$ cat src/rtl/serial_bit_feeder.sv
`default_nettype none
// ============================================================================
// Module   : serial_bit_feeder
// Brief    : Word-to-bit serializer with a one-word hold buffer that feeds a
//            serial sequence detector gap-free.
// Revision : 1.0
// ============================================================================
module serial_bit_feeder #(
  parameter int   WIDTH     = 4,
  parameter bit   MSB_FIRST = 1'b1,
  parameter logic IDLE_BIT  = 1'b0
) (
  input  logic             clk,
  input  logic             reset,
  input  logic [WIDTH-1:0] din,
  input  logic             din_valid,
  output logic             din_ready,
  output logic             x,
  output logic             x_valid,
  output logic             frame_start,
  output logic             busy
);

  localparam int              CW     = (WIDTH > 1) ? $clog2(WIDTH) : 1;
  localparam logic [CW-1:0]   C_LAST = CW'(WIDTH - 1);

  typedef enum logic [0:0] {
    S_IDLE  = 1'b0,
    S_SHIFT = 1'b1
  } state_t;

  state_t           r_state;
  state_t           w_state_nxt;
  logic [WIDTH-1:0] r_hold;
  logic             r_hold_full;
  logic             w_hold_full_nxt;
  logic [WIDTH-1:0] r_shift;
  logic [WIDTH-1:0] w_shift_nxt;
  logic [WIDTH-1:0] w_shifted;
  logic [CW-1:0]    r_cnt;
  logic [CW-1:0]    w_cnt_nxt;
  logic             w_xfer;
  logic             w_load;
  logic             w_out_bit;

  // Bit order only changes which end is presented and which way we shift.
  if (MSB_FIRST) begin : g_msb_first
    assign w_out_bit = r_shift[WIDTH-1];
    assign w_shifted = {r_shift[WIDTH-2:0], 1'b0};
  end else begin : g_lsb_first
    assign w_out_bit = r_shift[0];
    assign w_shifted = {1'b0, r_shift[WIDTH-1:1]};
  end

  assign din_ready = !r_hold_full && !reset;
  assign w_xfer    = din_valid && din_ready;
  assign busy      = (r_state == S_SHIFT) || r_hold_full;

  always_comb begin
    w_state_nxt = r_state;
    w_shift_nxt = r_shift;
    w_cnt_nxt   = r_cnt;
    w_load      = 1'b0;
    x           = IDLE_BIT;
    x_valid     = 1'b0;
    frame_start = 1'b0;

    case (r_state)
      S_IDLE: begin
        if (r_hold_full) begin
          w_load      = 1'b1;
          w_state_nxt = S_SHIFT;
        end
      end
      S_SHIFT: begin
        x           = w_out_bit;
        x_valid     = 1'b1;
        frame_start = (r_cnt == '0);
        if (r_cnt == C_LAST) begin
          // Only a word already waiting chains on; one arriving now waits.
          if (r_hold_full) begin
            w_load = 1'b1;
          end else begin
            w_state_nxt = S_IDLE;
            w_cnt_nxt   = '0;
          end
        end else begin
          w_shift_nxt = w_shifted;
          w_cnt_nxt   = r_cnt + CW'(1);
        end
      end
      default: begin
        w_state_nxt = S_IDLE;
      end
    endcase

    if (w_load) begin
      w_shift_nxt = r_hold;
      w_cnt_nxt   = '0;
    end

    // din_ready excludes a full hold, so transfer and drain never collide.
    w_hold_full_nxt = w_xfer ? 1'b1 : (w_load ? 1'b0 : r_hold_full);
  end

  always_ff @(posedge clk) begin
    if (reset) begin
      r_state     <= S_IDLE;
      r_hold_full <= 1'b0;
      r_hold      <= '0;
      r_shift     <= '0;
      r_cnt       <= '0;
    end else begin
      r_state     <= w_state_nxt;
      r_hold_full <= w_hold_full_nxt;
      r_shift     <= w_shift_nxt;
      r_cnt       <= w_cnt_nxt;
      if (w_xfer) begin
        r_hold <= din;
      end
    end
  end

endmodule
`default_nettype wire

$ cat config.mk
export PLATFORM = sky130hd
export DESIGN_NAME = serial_bit_feeder
export DESIGN_NICKNAME = d
export VERILOG_FILES = /design/src/rtl/serial_bit_feeder.sv
export SDC_FILE = /design/constraint.sdc
export NUM_CORES = 1
export LEC_CHECK = 0
export CAP_MARGIN = 20
export CORE_AREA = 2 2 39 41
export CTS_CLUSTER_DIAMETER = 40
export CTS_CLUSTER_SIZE = 40
export DETAILED_ROUTE_END_ITERATION = 16
export DIE_AREA = 0 0 41 43
export DONT_BUFFER_PORTS = 1
export PLACE_DENSITY = 0.66
export SYNTH_ARGS = -nofsm -noshare
export SYNTH_HDL_FRONTEND = slang
export SYNTH_SLANG_ARGS = --single-unit
$ cat constraint.sdc
create_clock -name clk -period 2.1 [get_ports clk]
set_input_delay 0.105 -clock clk [delete_from_list [all_inputs] [get_ports clk]]
set_output_delay 0.105 -clock clk [all_outputs]
set_load 0.01 [all_outputs]
==> run_results.csv <==
group,metric,value,unit
placement,post-place-ws,0.837,ns
logic_synthesis,synth_mux_area_frac,0.190,
setup_path,cpPeakStageDelay,0.45,ns
logic_synthesis,avgSynthCellArea,9.75,sq um
power,p_sw,120,uW
power,swShare,0.241,
power,clockPowerShare,0.361,
logic_synthesis,synthAdderAreaFrac,0.0475,
hold_path,hp-class,"input pin to register",
routing,wl,925,microns
placement,placed_cells,67,
setup_path,critical_path_arrival,1.44,ns
cts,cts.clk_slew.worst_paths,0.07,ns
placement,globalplace.congestion,0.778,
sta,maxSlewHeadroom,0.674,
setup_path,crit_path_max_fanout,10,
die,die_h,43,microns
die,die_area,1760,sq um
power,power,501,uW
global_route,grt_pass1_vias,335,
setup_path,path_cells,"nor2b_1 > mux2i_1 > nor2_1",
logic_synthesis,ys_warn_count,0,
layout,drive_gt1_frac,0.0667,
layout,n_antenna_cell,0,
setup_path,endpoint_kind,"register",
logic_synthesis,synthXorXnorAreaFrac,0,
power,pwr_density_cell,820,nW/um^2
die,initial_utilization,0.381,
layout,area_delta_synth_final,15.9,%
routing,ant_nets,0,
global_route,grt_overflow_total,0,
die,num_io_pins,12,
logic_synthesis,yosysUniqueCellTypes,17,
logic_synthesis,syn-cell-area,527,sq um
sta,timing.final.ws_setup,0.806,ns
global_route,grt_first_pass_wirelength,1390,microns
layout,num-nets-final,70,
routing,drtPass1Iterations,2,
power,peakVddDrop,0.393,mV
cts,ctsLongestPathBuffers,2,
routing,initialDrtViolationCount,1,
sta,tns,0,ns
power,p_int,380,uW
status,outcome,"finished, final reports clean",
placement,dp_hpwl,660,microns
logic_synthesis,synth_compound_area_frac,0.0689,
global_route,antenna_found_initial,0,
die,core_area,1380,sq um
logic_synthesis,synthSimpleGateAreaFrac,0.181,
logic_synthesis,synth_fp_nets,63,
sta,setup_viol,0,
logic_synthesis,ys_seq_area_frac,0.456,
routing,vias,378,
logic_synthesis,synth-seq-cells,12,
sta,period_share,0.616,
setup_path,cp.required,2.25,ns
power,seqPwrFrac,0.517,
logic_synthesis,synth_top_family_by_area,"multiplexers",
cts,htreeDepth,1,
global_route,grt.total_usage,0.122,
cts,clk_latency,0.27,ns
setup_path,worstSetupStartpointType,"register",
sta,max_freq,773,MHz
layout,layoutNonFillerInstCount,76,
sta,worst_slew_pin_slew,0.488,ns
cts,numCtsBuffers,3,
global_route,grt_max_degree,12,
cts,cts_resized,0,
sta,hold_viol,0,
die,num_rows,14,
sta,rsz0062_at_grt,"no",
sta,layout_min_cycle_time,1.29,ns
routing,wl_per_cell,12.2,microns
setup_path,slowest_stage,"nor2b_1",
sta,finClkSkew,0.000374,ns
power,cellLeakagePower,0.262,nW
cts,cts_tree,"built",
layout,final_cell_mix,"nor2_1 (12), dfxtp_1 (12), mux2i_1 (10), dlygate4sd3_1 (5)",
sta,slew_viol_final,0,
routing,drc,0,
cts,cts.sinks,12,
die,die_w,41,microns
power,combPwrFrac,0.122,
placement,io_buffers,0,
job,maxCapViolations,0,
routing,avgViaCountPerCell,4.97,
logic_synthesis,syn_inst,54,
cts,root_buffer,"clkbuf_4",
setup_path,worstSetupPathType,"register to register",
==> cell type report <==
class,instances,area [sq um]
flip-flops and latches,12,240
fillers,134,773
multi-input cells,37,256
inverters,2,7.51
well taps,16,20.0
clock buffers,4,36.3
repair buffers,5,50.0
==> cell usage after synthesis, drive strengths merged <==
master / n / area (sq um)
buf: 3 / 22.5
nor3: 1 / 5.00
dfxtp: 12 / 240
a2bb2oi: 1 / 8.76
nor2b: 2 / 12.5
nor2: 12 / 45.0
a21oi: 1 / 5.00
and2: 2 / 12.5
inv: 2 / 7.51
ha: 2 / 25.0
or2: 1 / 6.26
a211oi: 3 / 22.5
and2b: 1 / 7.51
mux2i: 10 / 100
nand2b: 1 / 6.26
==> power by group through the flow <==
stage	Combinational (mW)	Clock (mW)	Sequential, mW
3_5_place_dp	0.0520	0	0.264
5_1_grt	0.0697	0.190	0.261
4_1_cts	0.0623	0.184	0.259
6_report	0.0612	0.181	0.259
3_3_place_gp	0.0509	0	0.263
2_1_floorplan	0.0551	0	0.257
==> state kept, by name, indices dropped and copies added (netlist names) <==
signal / flops
r_hold: 4
r_shift: 4
r_cnt: 2
r_hold_full: 1
r_state: 1
==> per-stage QoR <==
step / utilization / hold WS (ns) / instance area (sq um)
2_1_floorplan: - / 0.178 / 527
3_3_place_gp: 0.379 / 0.179 / 524
3_5_place_dp: 0.379 / 0.181 / 524
4_1_cts: 0.441 / 0.0166 / 611
5_1_grt: 0.441 / 0.0187 / 611
6_report: 0.441 / 0.0210 / 611
==> timing repair <==
action	CTS	global route
endpoints found under the hold margin	11	0
buffers inserted	0	0
hold buffers	5	0
==> layer usage <==
layer | GRT usage | part of all wire | up-vias
met4 | 0.100 | 0.025 | 0
met3 | 0.0314 | 0.054 | 4
li1 | - | - | 191
met1 | 0.152 | 0.44 | 173
met5 | 0 | 0 | -
met2 | 0.169 | 0.48 | 10
==> cell families after synthesis <==
family	Yosys count
simple gates	20
compound gates	5
fa+ha+maj	2
flops	12
buf+inv	5
mux	10
==> worst paths after layout <==
kind	start	endpoint	slack, ns	cells past startpoint
max	r_hold_full	r_hold[1]	0.81	3
min	reset	r_cnt[0]	0.02	1
max reg2reg	r_hold_full	r_hold[1]	0.81	3
min reg2reg	r_hold[2]	r_hold[2]	0.50	2
==> critical path: cells and delay by family, from the launching register on <==
kind,cells,cell delay (ns)
muxes,1,0.23
DFF,1,0.43
and+or+nand+nor,2,0.50
(Power assumes the default switching activity.)
